$ cat config.mk
export PLATFORM = sky130hd
export DESIGN_NAME = elite_disp_word_bcd
export DESIGN_NICKNAME = d
export VERILOG_FILES = /design/src/rtl/elite_disp_word_bcd.sv
export SDC_FILE = /design/constraint.sdc
export NUM_CORES = 1
export LEC_CHECK = 0
export BUFFER_PORTS_ARGS = -buffer_cell sky130_fd_sc_hd__buf_2
export CORE_ASPECT_RATIO = 1.5
export CORE_MARGIN = 5
export CORE_UTILIZATION = 53
export CTS_CLUSTER_DIAMETER = 120
export DETAILED_ROUTE_END_ITERATION = 10
export PLACE_DENSITY = 0.74
export SYNTH_ARGS = -nofsm -noshare
export SYNTH_HDL_FRONTEND = slang
export SYNTH_SLANG_ARGS = --single-unit
$ cat constraint.sdc
create_clock -name CLOCK_50 -period 3.6 [get_ports CLOCK_50]
set_input_delay 0.72 -clock CLOCK_50 [delete_from_list [all_inputs] [get_ports CLOCK_50]]
set_output_delay 0.72 -clock CLOCK_50 [all_outputs]
set_load 0.02 [all_outputs]
$ cat src/rtl/elite_disp_word_bcd.sv
// SPI frame assembler plus sequential double-dabble: 24-bit word -> six BCD digits.
// Optional leading-zero blank mask when ELITE_BCD_LEADING_BLANK_EN is defined.
module elite_bcd_add3 (
  input  logic [3:0] din,
  output logic [3:0] dout
);
  assign dout = (din >= 4'd5) ? din + 4'd3 : din;
endmodule

module elite_disp_word_bcd #(
  parameter int TIMEOUT_CYCLES = 50000,
  parameter int MAX_VALUE      = 999999
) (
  input  logic       CLOCK_50,
  input  logic       Reset_7Seg_n,
  input  logic [7:0] Elite_7Seg_Disp_Word,
  input  logic       Elite_7Seg_Set_Flag,
  output logic [3:0] Bcd_Digit_0,
  output logic [3:0] Bcd_Digit_1,
  output logic [3:0] Bcd_Digit_2,
  output logic [3:0] Bcd_Digit_3,
  output logic [3:0] Bcd_Digit_4,
  output logic [3:0] Bcd_Digit_5,
  output logic       Bcd_Digits_Valid,
  output logic       Bcd_Busy,
  output logic       Bcd_Overflow,
  output logic [5:0] Bcd_Blank_Mask
);
  localparam logic [23:0] MAX_W = 24'(MAX_VALUE);
  localparam logic [15:0] TO_LAST = 16'(TIMEOUT_CYCLES - 1);

  typedef enum logic [1:0] {S_IDLE, S_CONV, S_DONE} state_t;
  state_t state, state_nxt;

  // only the two earlier bytes of a frame need to be remembered
  logic [15:0] sr;
  logic [1:0]  byte_idx;
  logic [15:0] gap_cnt;
  logic [23:0] pend_word;
  logic        pend;
  logic [23:0] frame_word;
  logic        frame_done, take;

  assign frame_word = {sr, Elite_7Seg_Disp_Word};
  assign frame_done = Elite_7Seg_Set_Flag && (byte_idx == 2'd2);
  assign take       = (state == S_IDLE) && pend;

  always_ff @(posedge CLOCK_50 or negedge Reset_7Seg_n) begin
    if (!Reset_7Seg_n) begin
      sr        <= '0;
      byte_idx  <= '0;
      gap_cnt   <= '0;
      pend_word <= '0;
      pend      <= 1'b0;
    end else begin
      if (Elite_7Seg_Set_Flag) begin
        sr      <= frame_word[15:0];
        gap_cnt <= '0;
        byte_idx <= frame_done ? 2'd0 : byte_idx + 2'd1;
      end else if (byte_idx != 2'd0) begin
        if (gap_cnt == TO_LAST) begin
          byte_idx <= 2'd0;
          gap_cnt  <= '0;
        end else begin
          gap_cnt <= gap_cnt + 16'd1;
        end
      end
      // a frame finishing on the take edge must survive, so set beats clear
      if (frame_done) begin
        pend_word <= frame_word;
        pend      <= 1'b1;
      end else if (take) begin
        pend <= 1'b0;
      end
    end
  end

  logic [23:0] bin;
  logic [27:0] bcd, bcd_adj;
  logic [51:0] shifted;
  logic [4:0]  bit_cnt;
  logic        ovf_latch;
  logic [5:0]  mask_nxt;

  for (genvar c = 0; c < 7; c++) begin : g_col
    elite_bcd_add3 u_add3 (.din(bcd[4*c +: 4]), .dout(bcd_adj[4*c +: 4]));
  end

  assign shifted = {bcd_adj, bin} << 1;

  always_ff @(posedge CLOCK_50 or negedge Reset_7Seg_n) begin
    if (!Reset_7Seg_n) state <= S_IDLE;
    else               state <= state_nxt;
  end

  always_comb begin
    state_nxt = state;
    case (state)
      S_IDLE: if (pend) state_nxt = S_CONV;
      S_CONV: if (bit_cnt == 5'd23) state_nxt = S_DONE;
      S_DONE: state_nxt = S_IDLE;
      default: state_nxt = S_IDLE;
    endcase
  end

`ifdef ELITE_BCD_LEADING_BLANK_EN
  logic [5:0] mask_q;
  always_comb begin
    mask_nxt    = '0;
    mask_nxt[5] = (bcd[23:20] == 4'd0);
    for (int n = 4; n >= 1; n--)
      mask_nxt[n] = mask_nxt[n+1] && (bcd[4*n +: 4] == 4'd0);
  end
  assign Bcd_Blank_Mask = mask_q;
`else
  assign mask_nxt       = '0;
  assign Bcd_Blank_Mask = 6'b000000;
`endif

  always_ff @(posedge CLOCK_50 or negedge Reset_7Seg_n) begin
    if (!Reset_7Seg_n) begin
      bin              <= '0;
      bcd              <= '0;
      bit_cnt          <= '0;
      ovf_latch        <= 1'b0;
      Bcd_Busy         <= 1'b0;
      Bcd_Digits_Valid <= 1'b0;
      Bcd_Overflow     <= 1'b0;
      {Bcd_Digit_5, Bcd_Digit_4, Bcd_Digit_3,
       Bcd_Digit_2, Bcd_Digit_1, Bcd_Digit_0} <= '0;
`ifdef ELITE_BCD_LEADING_BLANK_EN
      mask_q <= 6'b111110;
`endif
    end else begin
      Bcd_Digits_Valid <= 1'b0;
      case (state)
        S_IDLE: if (pend) begin
          bin       <= (pend_word > MAX_W) ? MAX_W : pend_word;
          ovf_latch <= (pend_word > MAX_W);
          bcd       <= '0;
          bit_cnt   <= '0;
          Bcd_Busy  <= 1'b1;
        end
        S_CONV: begin
          bcd     <= shifted[51:24];
          bin     <= shifted[23:0];
          bit_cnt <= bit_cnt + 5'd1;
        end
        S_DONE: begin
          {Bcd_Digit_5, Bcd_Digit_4, Bcd_Digit_3,
           Bcd_Digit_2, Bcd_Digit_1, Bcd_Digit_0} <= bcd[23:0];
          Bcd_Overflow     <= ovf_latch;
          Bcd_Digits_Valid <= 1'b1;
          Bcd_Busy         <= 1'b0;
`ifdef ELITE_BCD_LEADING_BLANK_EN
          mask_q <= mask_nxt;
`endif
        end
        default: ;
      endcase
    end
  end
endmodule

==> results.sh, run 1 <==
export IMPL_status="complete, no violations"
export IMPL_synth_top_flop_cell="dfrtp_1"
export IMPL_post_cts_resized=0
export IMPL_crit_fanout=11
export IMPL_cts_buffer_depth=2
export IMPL_arrival_ps=2530
export IMPL_grt_pass1_wl_um=21300
export IMPL_overflow=0
export IMPL_place_inst=737
export IMPL_multi_input_area_sq_um=2540
export IMPL_skew_ps=6.93
export IMPL_grt_max_degree=94
export IMPL_crit_path_end_kind="flop"
export IMPL_path_class="reg2reg"
export IMPL_async_reset_ff_share_pct=100
export IMPL_setup_viol=0
export IMPL_rows=49
export IMPL_ys_seq_area_share_pct=55.9
export IMPL_fin_setup_tns_ps=0
export IMPL_holdBufCountCts=0
export IMPL_syn_avg_cell_area_sq_um=11.2
export IMPL_netlist_area_sq_um=6350
export IMPL_core_area_sq_um=11900
export IMPL_fillers=966
export IMPL_rsz0062_at_grt="false"
export IMPL_final_common_cell="dfrtp_1"
export IMPL_cp_top_family="simple AND/OR/NAND/NOR gates"
export IMPL_cts_sinks=142
export IMPL_numCtsBuffers=17
export IMPL_vias=4334
export IMPL_die_h_um=144
export IMPL_yosys_warnings=0
export IMPL_crit_buf_inv=0
export IMPL_antenna_found_initial=0
export IMPL_finalMaxSlewViolations=0
export IMPL_hp_class="in2async"
export IMPL_crit_chain="or4_1 > or4_1 > o21ai_4 > o22ai_1"
export IMPL_cpMostUsedCell="or4_1"
export IMPL_synth_cell_types=51
export IMPL_die_area_sq_um=14300
export IMPL_cp_slowest_cell="or4_1"
export IMPL_hold_viol=0
export IMPL_cts_setup_buffers=0
export IMPL_power_density_nw_per_um2=760
export IMPL_cp_data_required_time_ps=3870
export IMPL_maxCapViolations=0
export IMPL_drc=0
export IMPL_drt_iter0_drc=203
export IMPL_mostFrequentLayoutCells="dfrtp_1 (142), mux2_2 (58), o21ai_0 (50)"
export IMPL_fin_hold_ws_ps=367
export IMPL_dr_pass1_iters=4
export IMPL_place_ws_ps=997
export IMPL_drt_wl_total_um=12000
export IMPL_synth_enable_flop_cells=0
export IMPL_relSlewSlack_pct=24.0
export IMPL_antenna_left=0
export IMPL_timing_final_crit_period_ps=2250
export IMPL_drt_vias_per_instance=5.64
export IMPL_dp_hpwl_um=7960
export IMPL_fmax_mhz=444
export IMPL_antenna_cells=0
export IMPL_initial_core_util_pct=53.4
export IMPL_ioPinCount=44
export IMPL_cts_htree_levels=4
export IMPL_yosys_area_top_type="dfrtp_1"
export IMPL_die_x_um=99.4
export IMPL_final_util_pct=60.9
export IMPL_fin_nets=628
export IMPL_io_buffers=37
export IMPL_insertion_delay_ps=420
export IMPL_wl_per_cell_um=15.5
export IMPL_fin_cells=769
export IMPL_start_kind="flop"
export IMPL_fin_ws_ps=1350
export IMPL_synthCells=569
export IMPL_p_leak_nw=3.31
export IMPL_peakVddDrop_mv=0.459
export IMPL_slowest_delay_ps=690
export IMPL_ys_top_cells_by_area="dfrtp_1 (56%), mux2_2 (10%), o21ai_0 (3.9%)"
export IMPL_cts_tree="done"
export IMPL_path_clk_slew_ps=60
export IMPL_syn_to_final_growth_pct=14.1
export IMPL_min_period_over_period_pct=62.6
export IMPL_ys_ff_latch=142
export IMPL_synth_top_area_share_pct=55.9
export IMPL_seq_area_sq_um=3550
export IMPL_grt_pass1_vias=4402
export IMPL_gp_congestion=0.794
export IMPL_worst_pin_slew_ps=1140
export IMPL_final_layout_size_suffix_gt1_share_pct=23.7
export IMPL_cts_root_buf="clkbuf_16"
export IMPL_grt_usage_pct=18.6
## state kept, by name, summed over array words and instances (netlist names), 5 cells and up
name	count
pend_word	24
sr	16
bcd	24
bin	24
gap_cnt	16
bit_cnt	5
## worst reg2reg max path, stage by stage (launching register included)
cell and delay [ps]:
dfrtp_1 440, or4_1 500, or4_1 690, o21ai_4 340, o22ai_1 140
## logic make-up (layout without fill, tap and decap cells)
| group | count (synthesis) | in the layout | synth area share [%] |
|---|---|---|---|
| xor gates and xnor gates | 20 | 20 | 2.76 |
| buffers and inverters | 60 | 102 | 4.35 |
| DFF | 142 | 142 | 55.9 |
| and+or+nand+nor | 159 | 159 | 12.4 |
| muxes | 61 | 61 | 10.8 |
| AOI/OAI and AO/OA | 112 | 112 | 11.0 |
| adders and majority gates | 14 | 14 | 2.76 |
| other | 1 | 6 | 0.0590 |
## Yosys cell counts (3+ instances only)
| master | n |
|---|---|
| inv_1 | 24 |
| or3_1 | 3 |
| buf_4 | 7 |
| nand4_1 | 6 |
| xor2_1 | 7 |
| or4_1 | 3 |
| a21oi_1 | 19 |
| xnor2_1 | 13 |
| clkbuf_1 | 23 |
| mux2i_1 | 3 |
| o22ai_1 | 5 |
| a32o_1 | 6 |
| o21a_1 | 8 |
| nand2_1 | 44 |
| nand2b_1 | 8 |
| nor2_1 | 27 |
| o21ai_0 | 50 |
| nand3_1 | 30 |
| nor4_1 | 4 |
| ha_1 | 14 |
| o31ai_1 | 14 |
| and3_1 | 6 |
| dfrtp_1 | 142 |
| nor3_1 | 14 |
| mux2_2 | 58 |
## per-stage QoR
stage | total power, mW | instance area [sq um]
2_1_floorplan | 3.40 | 6370
3_5_place_dp | 3.76 | 6640
5_1_grt | 5.89 | 7240
3_3_place_gp | 3.67 | 6640
4_1_cts | 5.56 | 7240
6_report | 5.51 | 7240
## final cells by class
cell class                 instances  area share, %
clock inverter                    14           2.30
inverter                          24           1.24
sequential                       142           49.1
tap                              153           2.64
timing repair buffer              46           3.58
multi-input combinational        372           35.1
clock buffer                      18           6.06
## report_power, final
group | total, mW | switching [mW] | internal [mW]
clock | 1.77 | 0.666 | 1.11
sequential | 2.35 | 0.314 | 2.03
combinational | 1.39 | 0.768 | 0.620
## path summary, 6_finish.rpt
kind | start | endpoint | cells after the start | slack (ps)
max in group asynchronous | Reset_7Seg_n | Bcd_Digit_0[2] | 2 | 2400
setup reg to reg | gap_cnt[12] | gap_cnt[9] | 4 | 1350
hold / removal | Reset_7Seg_n | Bcd_Digit_5[2] | 1 | 370
setup / recovery | gap_cnt[12] | gap_cnt[9] | 4 | 1350
hold reg to reg | bin[20] | bin[21] | 2 | 470
min in group CLOCK_50 | bin[20] | bin[21] | 2 | 470
## routing by layer
layer	global-route usage (%)	vias up	routed length, um
met1	23.1	2157	5010
met4	7.70	0	236
met5	0	-	0
met2	31.1	89	6220
met3	4.63	23	485
li1	-	2065	-
(Power assumes the default switching activity.)
==> run 2: changes to the inputs <==
ABC_AREA = 1   (was unset)
PLACE_DENSITY = 0.77   (was 0.74)
clock period = 1.9 ns   (was 3.6 ns; I/O delays follow)
==> results.sh, run 2 <==
export IMPL_status="complete, no violations"
export IMPL_core_area_sq_um=12300
export IMPL_final_util_pct=62.0
export IMPL_skew_ps=9.37
export IMPL_synth_enable_flop_cells=0
export IMPL_die_x_um=101
export IMPL_start_kind="flop"
export IMPL_crit_chain="ha_1 > nand2_2 > nor2_4 > inv_2 > nor2_1 > nand2_1 > nand2_1 > nand2_2 > inv_2 > nor3_1"
export IMPL_ioPinCount=44
export IMPL_fin_ws_ps=338
export IMPL_final_layout_size_suffix_gt1_share_pct=13.4
export IMPL_slowest_delay_ps=400
export IMPL_cts_root_buf="clkbuf_16"
export IMPL_place_ws_ps=329
export IMPL_crit_buf_inv=2
export IMPL_hp_class="in2reg"
export IMPL_initial_core_util_pct=53.4
export IMPL_wl_per_cell_um=12.7
export IMPL_cts_htree_levels=4
export IMPL_maxCapViolations=0
export IMPL_fmax_mhz=640
export IMPL_netlist_area_sq_um=6580
export IMPL_crit_fanout=11
export IMPL_cp_top_family="simple AND/OR/NAND/NOR gates"
export IMPL_power_density_nw_per_um2=1650
export IMPL_cts_sinks=142
export IMPL_min_period_over_period_pct=82.2
export IMPL_vias=5082
export IMPL_antenna_found_initial=0
export IMPL_grt_usage_pct=18.4
export IMPL_async_reset_ff_share_pct=100
export IMPL_path_class="reg2reg"
export IMPL_rsz0062_at_grt="false"
export IMPL_ys_top_cells_by_area="dfrtp_1 (54%), nand2_1 (10%), nor2_1 (6.0%)"
export IMPL_dr_pass1_iters=5
export IMPL_synthTopCellsByCount="nand2_1 (175), dfrtp_1 (142), nor2_1 (105)"
export IMPL_die_h_um=146
export IMPL_grt_max_degree=50
export IMPL_drt_iter0_drc=328
export IMPL_insertion_delay_ps=410
export IMPL_rows=50
export IMPL_synth_cell_types=37
export IMPL_setup_viol=0
export IMPL_synth_top_flop_cell="dfrtp_1"
export IMPL_synth_most_common_cell="nand2_1"
export IMPL_yosys_warnings=0
export IMPL_numCtsBuffers=17
export IMPL_yosys_area_top_type="dfrtp_1"
export IMPL_timing_final_crit_period_ps=1560
export IMPL_drc=0
export IMPL_path_clk_slew_ps=60
export IMPL_syn_avg_cell_area_sq_um=8.48
export IMPL_p_leak_nw=3.80
export IMPL_fin_nets=841
export IMPL_cts_tree="done"
export IMPL_ys_seq_area_share_pct=54.0
export IMPL_overflow=0
export IMPL_cp_data_required_time_ps=2190
export IMPL_mostFrequentLayoutCells="nand2_1 (175), dfrtp_1 (142), nor2_1 (105)"
export IMPL_synth_top_area_share_pct=54.0
export IMPL_syn_to_final_growth_pct=16.2
export IMPL_synthCells=776
export IMPL_peakVddDrop_mv=0.789
export IMPL_gp_congestion=0.889
export IMPL_io_buffers=37
export IMPL_cp_slowest_cell="dfrtp_1"
export IMPL_hold_viol=0
export IMPL_antenna_left=0
export IMPL_drt_wl_total_um=12600
export IMPL_drt_vias_per_instance=5.16
export IMPL_arrival_ps=1850
export IMPL_cts_buffer_depth=2
export IMPL_post_cts_resized=0
export IMPL_fillers=1005
export IMPL_crit_path_end_kind="flop"
export IMPL_ys_ff_latch=142
export IMPL_finalMaxSlewViolations=0
export IMPL_dp_hpwl_um=8320
export IMPL_worst_pin_slew_ps=502
export IMPL_reg_largest_list="bcd x24, bin x24, pend_word x24"
export IMPL_relSlewSlack_pct=66.5
export IMPL_antenna_cells=0
export IMPL_grt_pass1_wl_um=22500
export IMPL_final_common_cell="nand2_1"
export IMPL_die_area_sq_um=14800
export IMPL_fin_setup_tns_ps=0
export IMPL_grt_pass1_vias=5060
## run 2: power breakdown
group	internal [mW]	switching [mW]
Combinational	1.55	2.54
Clock	2.57	1.22
Sequential	4.03	0.667
## run 2: logic make-up (layout without fill, tap and decap cells)
group                      after synthesis  count (layout)  synth area share, %
AOI/OAI and AO/OA                      147             147                 12.4
xor gates and xnor gates                 9               9                 1.20
adders and majority gates               14              14                 2.66
buffers and inverters                  129             177                 8.18
DFF                                    142             142                 54.0
muxes                                    6               6                 1.01
other                                    1               6               0.0570
and+or+nand+nor                        328             328                 20.5
## run 2: final timing paths
kind	from	depth (start not counted)	to	slack, ps
worst max-delay path	gap_cnt[0]	10	gap_cnt[3]	340
worst min-delay path	Elite_7Seg_Disp_Word[4]	3	sr[4]	200
worst max register to register	gap_cnt[0]	10	gap_cnt[3]	340
worst min register to register	Bcd_Digit_5[0]	2	Bcd_Digit_5[0]	470
max in group asynchronous	Reset_7Seg_n	3	bcd[20]	840
min in group asynchronous	Reset_7Seg_n	2	sr[7]	470
## run 2: worst reg2reg max path, stage by stage (launching register included)
cell	delay [ps]
dfrtp_1	400
ha_1	210
nand2_2	90
nor2_4	140
inv_2	40
nor2_1	90
nand2_1	70
nand2_1	70
nand2_2	170
inv_2	120
nor3_1	50
## run 2: repair_timing
action,CTS,global route
hold buffers,1,0
setup buffers,0,0
endpoints found under the hold margin,42,0
## run 2: layout make-up
class	count	area, sq um	share of cell area (%)
clock buffer	23	478	6.25
clock inverter	9	205	2.68
inverter	93	349	4.57
multi-input combinational	510	2510	32.8
sequential	142	3550	46.5
tap	156	195	2.55
timing repair buffer	52	357	4.66
## run 2: per-layer routing
layer	up-vias	wire (um)	GRT usage (%)
met5	-	0	0
met4	0	180	5.92
met3	19	457	4.35
met2	89	6520	31.4
met1	2418	5400	22.8
li1	2556	-	-
## run 2: stage by stage
| step | std cells | total power, mW | instance area, sq um | hold WS (ps) |
|---|---|---|---|---|
| after floorplan | 781 | 7.79 | 6600 | 84.4 |
| after global placement | 952 | 8.66 | 6950 | 335 |
| after detailed placement | 952 | 8.78 | 6950 | 333 |
| after CTS | 985 | 12.7 | 7640 | 188 |
| after global routing | 985 | 13.6 | 7640 | 195 |
| final | 985 | 12.6 | 7640 | 197 |
==> run 3: changes to the inputs <==
PLACE_DENSITY = 0.74   (was 0.77)
clock period = 1.62 ns   (was 1.9 ns; I/O delays follow)
==> results.sh, run 3 (synthesis results as in run 2) <==
export IMPL_status="complete, no violations"
export IMPL_slowest_delay_ps=420
export IMPL_core_area_sq_um=12300
export IMPL_die_h_um=146
export IMPL_reg_largest_list="bcd x24, bin x24, pend_word x24"
export IMPL_drt_iter0_drc=197
export IMPL_hp_class="in2reg"
export IMPL_io_buffers=37
export IMPL_numCtsBuffers=17
export IMPL_fin_nets=848
export IMPL_final_util_pct=62.0
export IMPL_arrival_ps=1870
export IMPL_cp_slowest_cell="dfrtp_1"
export IMPL_grt_usage_pct=19.3
export IMPL_path_clk_slew_ps=60
export IMPL_cts_sinks=142
export IMPL_setup_viol=0
export IMPL_cp_top_family="flip-flops"
export IMPL_skew_ps=9.96
export IMPL_maxCapViolations=0
export IMPL_drc=0
export IMPL_dp_hpwl_um=9220
export IMPL_power_density_nw_per_um2=1910
export IMPL_antenna_left=0
export IMPL_finalMaxSlewViolations=0
export IMPL_gp_congestion=0.800
export IMPL_cts_htree_levels=4
export IMPL_cp_data_required_time_ps=1910
export IMPL_ioPinCount=44
export IMPL_crit_fanout=5
export IMPL_drt_vias_per_instance=5.23
export IMPL_cts_tree="done"
export IMPL_hold_viol=0
export IMPL_path_class="reg2reg"
export IMPL_die_x_um=101
export IMPL_peakVddDrop_mv=0.933
export IMPL_final_common_cell="nand2_1"
export IMPL_p_leak_nw=3.80
export IMPL_dr_pass1_iters=4
export IMPL_syn_to_final_growth_pct=16.1
export IMPL_cts_buffer_depth=2
export IMPL_relSlewSlack_pct=56.1
export IMPL_grt_max_degree=50
export IMPL_insertion_delay_ps=420
export IMPL_fmax_mhz=635
export IMPL_overflow=0
export IMPL_drt_wl_total_um=13600
export IMPL_die_area_sq_um=14800
export IMPL_crit_chain="inv_1 > ha_1 > nor2_1 > nor2_1 > inv_1 > a21oi_1 > o21ai_0 > o21ai_1"
export IMPL_grt_pass1_wl_um=23200
export IMPL_p_total_mw=14.6
export IMPL_final_layout_size_suffix_gt1_share_pct=14.3
export IMPL_worst_pin_slew_ps=658
export IMPL_mostFrequentLayoutCells="nand2_1 (175), dfrtp_1 (142), nor2_1 (105)"
export IMPL_rows=50
export IMPL_crit_buf_inv=2
export IMPL_antenna_cells=0
export IMPL_min_period_over_period_pct=97.2
export IMPL_cts_root_buf="clkbuf_16"
export IMPL_initial_core_util_pct=53.4
export IMPL_start_kind="flop"
export IMPL_crit_path_end_kind="flop"
export IMPL_antenna_found_initial=0
export IMPL_vias=5179
export IMPL_wl_per_cell_um=13.7
export IMPL_timing_final_crit_period_ps=1570
export IMPL_grt_pass1_vias=5242
## run 3: cell count changes in the layout (fill, tap and decap cells not counted), sizes merged
| cell | delta |
|---|---|
| clkinv | -1 |
| buf | +6 |
| inv | +2 |
| bufinv | -3 |
| clkinvlp | +1 |
| nor2 | +1 |
## run 3: power by group
part | total (mW) | switching (mW) | internal [mW]
Combinational | 5.04 | 3.15 | 1.89
Clock | 4.02 | 1.43 | 2.58
Sequential | 5.52 | 0.792 | 4.73
Total | 14.6 | 5.37 | 9.20
## run 3: worst paths after layout
path,slack (ps),endpoint,from,cells past startpoint
min in group asynchronous,320,Bcd_Digit_0[0],Reset_7Seg_n,2
setup reg to reg,50,bcd[17],bcd[16],8
hold / removal,130,sr[2],Elite_7Seg_Disp_Word[2],3
max in group asynchronous,700,pend_word[9],Reset_7Seg_n,3
hold reg to reg,480,gap_cnt[13],gap_cnt[13],2
setup / recovery,50,bcd[17],bcd[16],8
## run 3: per-stage QoR
step | setup slack [ps] | setup TNS, ps | instance area, sq um | hold WS [ps] | std cells
after detailed placement | -12.8 | -26.7 | 6990 | 188 | 957
final | 45.2 | 0 | 7640 | 130 | 991
after global routing | -10.0 | -20.4 | 7640 | 125 | 991
after global placement | 14.0 | 0 | 6990 | 189 | 957
after floorplan | 182 | 0 | 6600 | 28.4 | 781
after CTS | 27.2 | 0 | 7620 | 111 | 990
## run 3: metal layers
layer	share of wire (%)	vias to the layer above	global-route usage (%)
li1	-	2564	-
met1	42	2488	22.0
met2	53	103	34.5
met3	3.9	24	4.54
met4	1.6	0	7.45
met5	0	-	0
## run 3: timing repair
| item | 4_1_cts | 5_1_grt |
|---|---|---|
| endpoints found under the setup margin | 23 | 23 |
| pin swaps | 1 | 0 |
| hold endpoints to repair | 18 | 0 |
| gates cloned | 1 | 0 |
| gates resized for setup | 0 | 3 |
| setup buffers | 0 | 1 |
| hold buffers | 1 | 0 |
## run 3: worst reg2reg max path: cells and delay by family (launching register included)
family | cells | cell delay, ps
flip-flops | 1 | 420
AO/OA/AOI/OAI | 3 | 280
adder cells (fa/ha/maj) | 1 | 230
AND/OR/NAND/NOR | 2 | 300
buffers and inverters | 2 | 240
## run 3: area by class of cell
cell class                      count  area [sq um]
Tap cell                          156           195
Multi-Input combinational cell    511          2520
Inverter                           93           349
Sequential cell                   142          3550
Clock buffer                       23           488
Timing Repair Buffer               58           402
Fill cell                        1054          4690
Clock inverter                      8           128
